==> src/rtl/control_riesgos.sv <==
// control_riesgos: hazard and sequencing controller for the five-stage pipeline.
// It keeps a shadow copy of register numbers and write/load flags for EX, MEM
// and WB. From that copy it detects load-use stalls, applies branch and jump
// flushes, inserts ID/EX bubbles and picks the EX forwarding sources.
module control_riesgos #(
  parameter int ANCHO_CNT = 16
) (
  input  logic                 clk,
  input  logic                 rst_n,
  input  logic [9:0]           id_control,
  input  logic [4:0]           id_rs,
  input  logic [4:0]           id_rt,
  input  logic                 id_usa_rs,
  input  logic                 id_usa_rt,
  input  logic [4:0]           id_dest,
  input  logic                 ex_salto_tomado,
  output logic                 pc_en,
  output logic                 ifid_en,
  output logic                 ifid_flush,
  output logic [9:0]           idex_control,
  output logic [1:0]           fwd_a,
  output logic [1:0]           fwd_b,
  output logic [ANCHO_CNT-1:0] cnt_paradas,
  output logic [ANCHO_CNT-1:0] cnt_vaciados
);

  // Shadow pipeline state
  logic [4:0] ex_rs_reg, ex_rt_reg, ex_dest_reg;
  logic       ex_escr_reg, ex_leer_reg;
  logic [4:0] mem_dest_reg;
  logic       mem_escr_reg;
  logic [4:0] wb_dest_reg;
  logic       wb_escr_reg;

  logic [ANCHO_CNT-1:0] cnt_paradas_reg, cnt_vaciados_reg;

  logic parada;
  logic burbuja;
  logic cuenta_parada;
  logic cuenta_vaciado;

  // Operand sources of the instruction in EX, indexed by forwarding port
  logic [4:0] ex_src [2];
  logic [1:0] fwd_sel [2];

  // Load-use hazard: the load in EX writes a register that ID actually reads.
  // Register 0 is hardwired, so a load to it never stalls.
  assign parada = ex_leer_reg && (ex_dest_reg != 5'd0) &&
                  ((id_usa_rs && (id_rs == ex_dest_reg)) ||
                   (id_usa_rt && (id_rt == ex_dest_reg)));

  // Event priority: taken branch, then load-use stall, then jump in ID.
  // While reset is held the controller shows the free-running defaults.
  always_comb begin
    pc_en          = 1'b1;
    ifid_en        = 1'b1;
    ifid_flush     = 1'b0;
    burbuja        = 1'b0;
    cuenta_parada  = 1'b0;
    cuenta_vaciado = 1'b0;
    if (rst_n) begin
      if (ex_salto_tomado) begin
        // Both younger instructions are on the wrong path
        ifid_flush     = 1'b1;
        burbuja        = 1'b1;
        cuenta_vaciado = 1'b1;
      end else if (parada) begin
        pc_en         = 1'b0;
        ifid_en       = 1'b0;
        burbuja       = 1'b1;
        cuenta_parada = 1'b1;
      end else if (id_control[9]) begin
        // The jump proceeds; only the fetched successor is discarded
        ifid_flush     = 1'b1;
        cuenta_vaciado = 1'b1;
      end
    end
  end

  assign idex_control = burbuja ? 10'd0 : id_control;

  assign ex_src[0] = ex_rs_reg;
  assign ex_src[1] = ex_rt_reg;

  // Forwarding per operand port: MEM result wins over WB result, r0 never forwarded
  generate
    for (genvar gi = 0; gi < 2; gi++) begin : g_fwd
      always_comb begin
        fwd_sel[gi] = 2'b00;
        if (mem_escr_reg && (mem_dest_reg != 5'd0) && (mem_dest_reg == ex_src[gi]))
          fwd_sel[gi] = 2'b10;
        else if (wb_escr_reg && (wb_dest_reg != 5'd0) && (wb_dest_reg == ex_src[gi]))
          fwd_sel[gi] = 2'b01;
      end
    end
  endgenerate

  assign fwd_a = fwd_sel[0];
  assign fwd_b = fwd_sel[1];

  // Shadow pipeline advance; a bubble loads an all-zero EX entry
  always_ff @(posedge clk or negedge rst_n) begin
    if (!rst_n) begin
      ex_rs_reg    <= 5'd0;
      ex_rt_reg    <= 5'd0;
      ex_dest_reg  <= 5'd0;
      ex_escr_reg  <= 1'b0;
      ex_leer_reg  <= 1'b0;
      mem_dest_reg <= 5'd0;
      mem_escr_reg <= 1'b0;
      wb_dest_reg  <= 5'd0;
      wb_escr_reg  <= 1'b0;
    end else begin
      if (burbuja) begin
        ex_rs_reg   <= 5'd0;
        ex_rt_reg   <= 5'd0;
        ex_dest_reg <= 5'd0;
        ex_escr_reg <= 1'b0;
        ex_leer_reg <= 1'b0;
      end else begin
        ex_rs_reg   <= id_rs;
        ex_rt_reg   <= id_rt;
        ex_dest_reg <= id_dest;
        ex_escr_reg <= id_control[5];
        ex_leer_reg <= id_control[4];
      end
      mem_dest_reg <= ex_dest_reg;
      mem_escr_reg <= ex_escr_reg;
      wb_dest_reg  <= mem_dest_reg;
      wb_escr_reg  <= mem_escr_reg;
    end
  end

  // Saturating debug counters for stall cycles and flush events
  always_ff @(posedge clk or negedge rst_n) begin
    if (!rst_n) begin
      cnt_paradas_reg  <= '0;
      cnt_vaciados_reg <= '0;
    end else begin
      if (cuenta_parada && (cnt_paradas_reg != {ANCHO_CNT{1'b1}}))
        cnt_paradas_reg <= cnt_paradas_reg + 1'b1;
      if (cuenta_vaciado && (cnt_vaciados_reg != {ANCHO_CNT{1'b1}}))
        cnt_vaciados_reg <= cnt_vaciados_reg + 1'b1;
    end
  end

  assign cnt_paradas  = cnt_paradas_reg;
  assign cnt_vaciados = cnt_vaciados_reg;

endmodule

==> config.mk <==
export PLATFORM = sky130hd
export DESIGN_NAME = control_riesgos
export DESIGN_NICKNAME = d
export VERILOG_FILES = /design/src/rtl/control_riesgos.sv
export SDC_FILE = /design/constraint.sdc
export NUM_CORES = 1
export LEC_CHECK = 0
export ABC_AREA = 1
export CORE_MARGIN = 1
export CORE_UTILIZATION = 50
export DETAILED_ROUTE_END_ITERATION = 8
export HOLD_SLACK_MARGIN = 0.03
export PLACE_DENSITY = 0.8
export SLEW_MARGIN = 20
export SYNTH_ARGS = -nofsm -noshare
export SYNTH_HDL_FRONTEND = slang
export SYNTH_SLANG_ARGS = --single-unit
==> constraint.sdc <==
create_clock -name clk -period 1.8 [get_ports clk]
set_input_delay 0.27 -clock clk [delete_from_list [all_inputs] [get_ports clk]]
set_output_delay 0.27 -clock clk [all_outputs]
set_load 0.05 [all_outputs]
Word-level counts from Yosys, hierarchy flattened

Index checks and enable logic that the tools add are counted.

Flip-flop bits (word level): 61
Word-level logic and storage cells: 59

Add/subtract/negate cells: 2
Equal/unequal tests: 8
Multiplexer cells: 22
Reductions and logical operators: 16

Operators with widths:

| operator                | number |
|---|---|
| $add A16 B1 Y16 const B | 2 |
| $ne A16 B16 Y1 const B  | 2 |
| $eq A5 B5 Y1            | 6 |
| $mux W1                 | 16 |
| $mux W5                 | 3 |
| $reduce_bool A5 Y1      | 3 |
| $logic_and A1 B1 Y1     | 12 |
| $mux W10                | 1 |
| $mux W2                 | 2 |
| $logic_or A1 B1 Y1      | 1 |

Logic depth before layout (Yosys ltp)

Gate-level depths: netlist of the first run.

Word-level depth: 8
Gate-level depth with buffers: 13
Depth with buffers taken out: 12

Worst setup path after synthesis of the first run

OpenSTA, ideal clock, no wires.

Path type: flip-flop to output port
Start: register mem_dest_reg[2]
End: output port fwd_a[0]
Arrival time: 2,346 ps
Slack: -816 ps
Stages on the path, launching flop included: 5
Cells stage by stage: dfrtp_1 -> xnor2_1 -> nand4_1 -> nor3_1 -> nor2_1

Word-level cells in the longest chain between the ends: 4
Elaborated cells on any way between the ends: 5
Those cells by class: 1 x eq/ne; 1 x mux; 3 x reduce/logical

Ends and longest elaborated chain:

| item                     | RTL line | text |
|---|---|---|
| start: declaration       | 30       | `logic [4:0] mem_dest_reg;` |
| start signal: assignment | 127      | `mem_dest_reg <= ex_dest_reg;` |
| $reduce_bool A5 Y1       | 90       | `if (mem_escr_reg && (mem_dest_reg != 5'd0) && (mem_dest_reg == ex_src[gi]))` |
| $logic_and A1 B1 Y1      | 90       |  |
| $logic_and A1 B1 Y1 *    | 90       |  |
| $mux W2 *                | 90       |  |
| end: declaration         | 21       | `output logic [1:0] fwd_a,` |

Mark *: on every way between the ends. The rest lies on a longest branch, timed or not.

Worst setup path in the final report of the first run

Start: register ex_dest_reg[2]
End: output port pc_en

Word-level cells in the longest chain between the ends: 7
Elaborated cells on any way between the ends: 11
Those cells by class: 2 x eq/ne; 3 x mux; 6 x reduce/logical

Ends and longest elaborated chain:

| item                                   | RTL line | text |
|---|---|---|
| start: declaration                     | 28       | `logic [4:0] ex_rs_reg, ex_rt_reg, ex_dest_reg;` |
| start signal: assignment               | 123      | `ex_dest_reg <= id_dest;` |
| $eq A5 B5 Y1 (on tied branches)        | 49, 50   |  |
| $logic_and A1 B1 Y1 (on tied branches) | 49, 50   |  |
| $logic_or A1 B1 Y1                     | 49       | `((id_usa_rs && (id_rs == ex_dest_reg)) \|\|` |
| $logic_and A1 B1 Y1 *                  | 48       | `assign parada = ex_leer_reg && (ex_dest_reg != 5'd0) &&` |
| $mux W1 *                              | 67       | `end else if (parada) begin` |
| $mux W1 *                              | 62       | `if (ex_salto_tomado) begin` |
| $mux W1 *                              | 61       | `if (rst_n) begin` |
| end: declaration                       | 17       | `output logic pc_en,` |

Marks and branches as above.

==> results of run 1 <==
-- final timing paths --
path | slack, ns | endpoint | cells after the start | from
max reg2reg | -0.25 | ex_rs_reg[3] | 12 | ex_dest_reg[2]
max in group asynchronous | 1.38 | mem_dest_reg[3] | 3 | rst_n
max | -0.41 | pc_en | 8 | ex_dest_reg[2]
min reg2reg | 0.41 | mem_escr_reg | 0 | ex_escr_reg
min in group clk | 0.36 | ex_rs_reg[4] | 3 | id_rs[4]
min | 0.09 | ex_leer_reg | 3 | rst_n
-- layer usage --
| layer | GRT usage, % | up-vias |
|---|---|---|
| met5 | 0 | - |
| met4 | 11.40 | 0 |
| met3 | 3.933 | 28 |
| met2 | 42.65 | 135 |
| met1 | 32.57 | 1604 |
| li1 | - | 1629 |
-- where the power goes --
| group | internal (mW) | leakage, nW | switching, mW | total, mW |
|---|---|---|---|---|
| clock | 0.643 | 0.0954 | 0.600 | 1.24 |
| sequential | 1.47 | 0.785 | 0.127 | 1.59 |
| combinational | 0.393 | 1.71 | 0.539 | 0.932 |
| total | 2.50 | 2.59 | 1.27 | 3.77 |
-- cell usage in the layout (no fill, tap or decap), drive strengths merged --
master           n
nand2          138
buf             98
dfrtp           61
nor2            57
inv             53
clkdlybuf4s50   26
nand4           25
xor2            24
nand3           23
xnor2           20
clkbuf          10
nor3             9
clkinv           4
nor4             3
clkinvlp         2
dlygate4sd2      2
or2              2
o41ai            2
o21ai            2
a21oi            2
ha               2
nand3b           1
nor2b            1
bufinv           1
-- timing repair --
action | in CTS | in global routing
hold buffers | 1 | 0
cloned | 0 | 3
endpoints found under the hold margin | 35 | 0
pin swaps | 8 | 15
resized for setup | 26 | 26
endpoints found under the setup margin | 33 | 60
setup buffers | 6 | 7
-- area by class of cell --
cell class,instances,area [um2]
clock inverters,7,76.32
inverters,53,198.9
well taps,77,96.34
fillers,395,1295
multi-input cells,311,1892
flip-flops and latches,61,1538
clock buffers,9,123.9
repair buffers,127,1239
-- worst max-delay path, cell delays in order (launching register included) --
cell and delay (ns):
dfrtp_1 0.42, inv_2 0.10, nand4_1 0.15, o21ai_1 0.17
inv_1 0.11, buf_4 0.14, buf_4 0.13, nand4_1 0.18
buf_6 0.19
-- logic make-up (layout without fill, tap and decap cells) --
family | after synthesis | count (layout) | share of synthesized area (%)
and+or+nand+nor | 258 | 259 | 33.72
buffers and inverters | 64 | 196 | 8.055
DFF | 61 | 61 | 44.67
xor gates and xnor gates | 44 | 44 | 11.28
AOI/OAI and AO/OA | 6 | 6 | 1.538
adders and majority gates | 2 | 2 | 0.7322
==> metrics, run 1 <==
Setup crit end kind primary output; Die ar. 0.007169 mm2; vias per cell approximately 5.3; fraction of layout cells with a size suffix above 1 30.99%; final hold slack 0.08588 ns; most frequent cell after synthesis nand2_1; Yosys reg bits 61; nets 595; Skew-Pair Late Insertion Delay between 0.3 and 0.4 ns; synth unique cells 30; sequential fraction of the synthesis area ~45%; final worst path period share 122.7%; violated checks setup timing; Synth area leaders dfrtp_1 45%, nand2_1 15%, xor2_1 6.2%; Synth Instances roughly 440; Fmax approximately 450 MHz; async set or reset register ratio after synthesis 100.0%; RSZ-0062 raised after global routing true; Layout Cells excl Fill 645; Tot GR Track Use 25.41%; Worst Clk Skew roughly 0.0079 ns; synthesized area per cell between 7 and 8 um2; most frequent cells after synthesis 136 x nand2_1, 61 x dfrtp_1, 55 x nor2_1; largest net degree at the start of global routing 36; Tot Pwr 3.767 mW; Initial Utilization 52.91%; Worst Path Arrival 1.94 ns; dpl cells 612; Net Count, Synth between 400 and 500; post-route DRC violation count 0; ys flop type dfrtp_1; CP max FO 4; DR vias 3396; drt initial violations 241; first-pass GRT wire length 14.31 mm; Synth top area share 44.67%; metal2 WL approximately 4.7 mm; pre-CTS setup slack -0.3667 ns; chip height 84.67 um; Root Buffer clkbuf_8; number of CTS-inserted buffers 9; number of synthesized flops with an enable pin 0; final hold vios 0; n_diodes 0; HPWL after DPL approximately 5.9 mm; met1 wire length 3.854 mm; Finish-stage setup viols 59; Startpoint Class flip-flop; # Max-Cap Violations 0; Critical Setup Path Class flip-flop to primary output; met3 WL 488 um; CP required approximately 1.5 ns; WL final 9.274 mm; Area Growth Syn to Fin 51.12%; Placer Congestion roughly 0.93; final worst slack -0.4092 ns; leakage power approximately 2.6 nW; Die W 84.67 um; Fin Setup TNS -9.253 ns; Sink Count 61; port bufs 78; vias in the first global route 3114; Final min period 2.209 ns; Area after DPL 0.004584 mm2; core box area 0.006459 mm2; CTS tree done; Wirelength per Cell 14.38 um; top cell type by total area after synthesis dfrtp_1; worst vdd ir 0.5528 mV; H-tree depth 3; initial antenna violation count 0; status finished, violations left; Synth warnings 0; Worst-path clk slew 0.08 ns; Worst Tran Pin Value roughly 0.44 ns; num ports 79; Top Layer Used met4; Final Cell Area ~0.0052 mm2; DRT antenna net count 0; Synth Cell Area 0.003417 mm2; worst min path class input port to asynchronous set/reset pin; row count 29; P per Cell Area about 730 mW/mm2; max-slew violation count 0; gr ovfl total 0; Final Core Density about four fifths; Max clock buf depth 2; 1st-pass router iterations 7; slew margin rel. 70.54%
Note: power is estimated with default switching activity, not from simulation.
==> run 2, diff against run 1 <==
--- a/config.mk
+++ b/config.mk
@@ -6,11 +6,13 @@
 export NUM_CORES = 1
 export LEC_CHECK = 0
 export ABC_AREA = 1
+export ABC_CLOCK_PERIOD_IN_PS = 1800
 export CORE_MARGIN = 1
 export CORE_UTILIZATION = 50
 export DETAILED_ROUTE_END_ITERATION = 8
 export HOLD_SLACK_MARGIN = 0.03
-export PLACE_DENSITY = 0.8
+export PLACE_DENSITY = 0.82
+export SETUP_SLACK_MARGIN = 0.15
 export SLEW_MARGIN = 20
 export SYNTH_ARGS = -nofsm -noshare
 export SYNTH_HDL_FRONTEND = slang
==> metrics, run 2 (synthesis gave the netlist of run 1 again) <==
status finished, violations left; violated checks setup timing; Worst-path clk slew approximately 0.070 ns; Fmax between 400 and 500 MHz; DR vias roughly 3200; chip height 84.67 um; Wirelength per Cell 13.49 um; core box area 0.006459 mm2; Startpoint Class flip-flop; largest net degree at the start of global routing 35; vias per cell approximately 5.1; CP max FO 13; num ports slightly below 80; Reg2Reg Setup Slack -0.03 ns; commonest non-fill, non-tap cell in the layout nand2_1; # fillers approximately 440; R2R depth 13; row count 29; Critical Setup Path Class flip-flop to primary output; H-tree depth 3; Fin Setup TNS -4.823 ns; Die ar. approximately 0.0072 mm2; commonest cells after routing, fill and taps aside 134 x nand2_1, 63 x buf_4, 46 x inv_1; Setup crit end kind primary output; worst vdd ir approximately 0.5 mV; DRT antenna net count 0; final worst slack -0.3105 ns; Area after DPL 0.004586 mm2; Die W approximately 85 um; Worst Tran Pin Value 0.4313 ns; WL final around 8.5 mm; dpl cells 606; Finish-stage setup viols 33; final hold slack 0.08624 ns; number of CTS-inserted buffers 9; Critical R2R Launch ex_dest_reg[4]; Worst Clk Skew 0.003676 ns; Initial Utilization 52.91%; Area Growth Syn to Fin 47.89%; Placer Congestion between 0.9 and 1; initial antenna violation count 0; Skew-Pair Late Insertion Delay around 0.34 ns; nets 583; n_diodes 0; Tot GR Track Use roughly a quarter; Sink Count 61; Final min period 2.111 ns; HPWL after DPL just under 6 mm; gr ovfl total 0; P per Cell Area around 740 mW/mm2; Critical R2R Capture cnt_paradas[10]; Root Buffer clkbuf_8; Max clock buf depth 2; 1st-pass router iterations 6; Worst Path Arrival 1.84 ns; final hold vios 0; first-pass GRT wire length 14.52 mm; CP required 1.53 ns; worst min path class input port to asynchronous set/reset pin; vias in the first global route between 3000 and 4000; slew margin rel. 71.14%; port bufs 78; RSZ-0062 raised after global routing true; Final Cell Area 0.005054 mm2; final worst path period share 117.3%; Layout Cells excl Fill 633; post-route DRC violation count 0; CTS tree done; max-slew violation count 0; drt initial violations 126; # Max-Cap Violations 0; leakage power 2.482 nW; fraction of layout cells with a size suffix above 1 32.73%
-- run 2: cell count changes in the layout (fill, tap and decap cells not counted), sizes merged --
cell / delta
dlygate4sd2: -1
clkinvlp: +1
nand3: -1
buf: -10
clkdlybuf4s50: +1
clkinv: -2
-- run 2: stage by stage --
| step | worst slack [ns] | utilization, % | total power [mW] |
|---|---|---|---|
| after floorplan | -0.1221 | - | 2.117 |
| after global placement | -0.3258 | 71.00 | 2.415 |
| after detailed placement | -0.3613 | 71.00 | 2.444 |
| after CTS | -0.3228 | 77.61 | 3.745 |
| after global routing | -0.4567 | 78.24 | 3.901 |
| final | -0.3105 | 78.24 | 3.729 |
-- run 2: worst max-delay path by stage --
stage | startpoint | to | slack, ns | cells after the start
global route | ex_dest_reg[4] | idex_control[5] | -0.46 | 11
CTS | ex_dest_reg[3] | ifid_flush | -0.32 | 9
finish | ex_dest_reg[4] | idex_control[5] | -0.31 | 11
floorplan | ex_dest_reg[4] | pc_en | -0.12 | 8
detailed placement | id_rs[4] | idex_control[5] | -0.36 | 12
global placement | id_rs[4] | idex_control[5] | -0.33 | 12
-- run 2: where the power goes --
group | internal, mW | switching [mW] | total, mW
logic | 0.381 | 0.522 | 0.903
clock network | 0.671 | 0.552 | 1.22
registers | 1.47 | 0.136 | 1.60
total | 2.52 | 1.21 | 3.73
-- run 2: per-layer routing --
metal  up-vias  part of all wire, %  track usage, %
li1       1589                    -               -
met1      1528                   43           30.57
met2        80                   51           45.68
met3        22                  3.5           4.130
met4         0                  2.8           11.56
met5         -                    0               0
-- run 2: area by class of cell --
cell class / instances / area, um2 / share of cell area, %
clock buffer: 10 / 137.6 / 2.723
sequential: 61 / 1554 / 30.75
multi-input combinational: 310 / 1916 / 37.91
tap: 77 / 96.34 / 1.906
clock inverter: 6 / 62.56 / 1.238
inverter: 53 / 198.9 / 3.937
timing repair buffer: 116 / 1089 / 21.54
-- run 2: what timing repair did --
action,in CTS,in global routing
resized for setup,32,6
hold endpoints to repair,34,0
buffers inserted,9,1
pin swaps,10,8
hold buffers,1,0
endpoints found under the setup margin,60,65
-- run 2: critical path, stage by stage (launching register included) --
cell and delay [ns]:
dfrtp_1 0.42, inv_2 0.05, nand2_1 0.05, nand2_1 0.06
nor2_1 0.10, nand3_1 0.10, nand2_2 0.09, nand2_2 0.07
a21oi_4 0.14, buf_12 0.19, nor2_4 0.06, buf_6 0.15
==> run 3, diff against run 2 <==
--- a/config.mk
+++ b/config.mk
@@ -6,12 +6,12 @@
 export NUM_CORES = 1
 export LEC_CHECK = 0
 export ABC_AREA = 1
-export ABC_CLOCK_PERIOD_IN_PS = 1800
+export ABC_CLOCK_PERIOD_IN_PS = 2400
 export CORE_MARGIN = 1
 export CORE_UTILIZATION = 50
 export DETAILED_ROUTE_END_ITERATION = 8
 export HOLD_SLACK_MARGIN = 0.03
-export PLACE_DENSITY = 0.82
+export PLACE_DENSITY_LB_ADDON = 0.12
 export SETUP_SLACK_MARGIN = 0.15
 export SLEW_MARGIN = 20
 export SYNTH_ARGS = -nofsm -noshare
==> constraint.sdc (replaced) <==
create_clock -name clk -period 2.4 [get_ports clk]
set_input_delay 0.36 -clock clk [delete_from_list [all_inputs] [get_ports clk]]
set_output_delay 0.36 -clock clk [all_outputs]
set_load 0.05 [all_outputs]
==> metrics, run 3 (synthesis gave the netlist of run 1 again) <==
status finished, violations left; violated checks DRC; DR vias slightly above 3000; vias in the first global route 2953; Area after DPL 0.004278 mm2; Die ar. 0.007169 mm2; post-route DRC violation count 3; Worst Tran Pin Value 0.7402 ns; WL final 8.092 mm; Max clock buf depth 2; worst vdd ir a little under 0.4 mV; Placer Congestion 0.9077; slew margin rel. about half; commonest non-fill, non-tap cell in the layout nand2_1; Tot GR Track Use 24.32%; final worst path period share 92.85%; CTS tree done; drt initial violations 130; Initial Utilization 52.91%; Critical Path Start id_rs[1]; CP Depth 12; Wirelength per Cell roughly 13 um; CP top delay family buffers and inverters; Fin Setup TNS 0 ns; port bufs 78; Final min period roughly 2.2 ns; Setup crit end kind primary output; n_diodes 0; Startpoint Class input port; CP max stage delay 0.47 ns; initial antenna violation count 0; Root Buffer clkbuf_8; P per Cell Area just over 600 mW/mm2; worst path cell trace clkdlybuf4s50_1 > inv_1 > nand2_1 > nand2_1 > nor2_1 > nand3_1 > nand2_2 > nand2_2 > a21oi_4 > buf_6 > nor2_1 > buf_6; nets between 500 and 600; RSZ-0062 raised after global routing true; R2R depth 7; HPWL after DPL 5.559 mm; crit path capture idex_control[7]; Finish-stage setup viols 0; Critical R2R Capture cnt_paradas[14]; first-pass GRT wire length roughly 14 mm; chip height 84.67 um; max-slew violation count 0; num ports 79; commonest cells after routing, fill and taps aside 136 x nand2_1, 60 x dfrtp_1, 53 x clkdlybuf4s50_1; CP max FO 6; Reg2Reg Setup Slack between 0.4 and 0.5 ns; Worst-path clk slew 0.07 ns; Top Layer Used met4; Worst Path Arrival around 1.9 ns; fraction of layout cells with a size suffix above 1 ~15%; metal2 WL 3.847 mm; Skew-Pair Late Insertion Delay 0.35 ns; CP required 2.04 ns; DRT antenna net count 0; met1 wire length 3.686 mm; Critical Setup Path Class input port to primary output; met3 WL around 450 um; vias per cell 5.018; # Max-Cap Violations 0; gr ovfl total 0; pre-CTS setup slack 0.03975 ns; Final Cell Area 0.004690 mm2; worst min path class input port to asynchronous set/reset pin; final worst slack ~0.17 ns; Die W between 80 and 90 um; Area Growth Syn to Fin 37.24%; row count 29; largest net degree at the start of global routing 44; Sink Count roughly 60; Fmax 448.8 MHz; final hold vios 0; Critical R2R Launch cnt_paradas[0]; Worst Clk Skew 0.008409 ns; 1st-pass router iterations 6; CP bufs+invs 4; core box area around 0.0065 mm2; H-tree depth 3; number of CTS-inserted buffers 9; slowest stage cell on the critical path clkdlybuf4s50_1; leakage power between 2 and 2.5 nW
run 3: changes by cell type in the layout (fill, tap and decap cells not counted), moves of 7 or more:
| cell | previous run | this run |
|---|---|---|
| nor2_1 | 41 | 48 |
| dfrtp_1 | 39 | 60 |
| buf_4 | 63 | 18 |
| clkdlybuf4s50_1 | 27 | 53 |
| dfrtp_2 | 22 | 1 |
| nor2_4 | 13 | 2 |
| dlymetal6s2s_1 | 0 | 7 |
run 3: metrics by stage:
stage / power (mW) / hold slack, ns / cells / utilization, %
after global routing: 3.047 / 0.04737 / 610 / 72.61
after global placement: 1.739 / 0.2481 / 586 / 66.23
after detailed placement: 1.752 / 0.2540 / 586 / 66.23
final: 2.920 / 0.04385 / 610 / 72.61
after floorplan: 1.535 / 0.06441 / 435 / -
after CTS: 2.909 / 0.03860 / 605 / 70.88
run 3: routing by layer:
layer,global-route usage (%),up-vias
met5,0,-
met3,6.391,9
met4,10.79,0
met1,31.26,1418
met2,38.80,91
li1,-,1543
run 3: worst min-delay path by stage:
stage | start | endpoint | slack [ns] | cells past startpoint
2_1_floorplan | rst_n | cnt_paradas[0] | 0.06 | 0
3_3_place_gp | rst_n | ex_rt_reg[4] | 0.25 | 1
3_5_place_dp | rst_n | ex_rt_reg[4] | 0.25 | 1
5_1_grt | rst_n | cnt_vaciados[4] | 0.05 | 2
6_report | rst_n | cnt_vaciados[4] | 0.04 | 2
4_1_cts | rst_n | cnt_vaciados[4] | 0.04 | 2
run 3: area by class of cell:
cell class | instances | area [um2]
Clock buffer | 11 | 151.4
Clock inverter | 4 | 95.09
Sequential cell | 61 | 1528
Fill cell | 510 | 1769
Timing Repair Buffer | 94 | 958.4
Tap cell | 77 | 96.34
Inverter | 53 | 198.9
Multi-Input combinational cell | 310 | 1662
run 3: power by group:
group          total (mW)  internal (mW)  switching (mW)
sequential           1.18           1.09          0.0867
combinational       0.589          0.234           0.355
clock                1.15          0.739           0.411
total                2.92           2.07           0.853
run 3: timing repair:
item | in CTS | in global routing
hold buffers | 1 | 0
pin swaps | 2 | 5
hold endpoints to repair | 15 | 0
endpoints found under the setup margin | 14 | 12
setup buffers | 3 | 5
resized for setup | 5 | 26
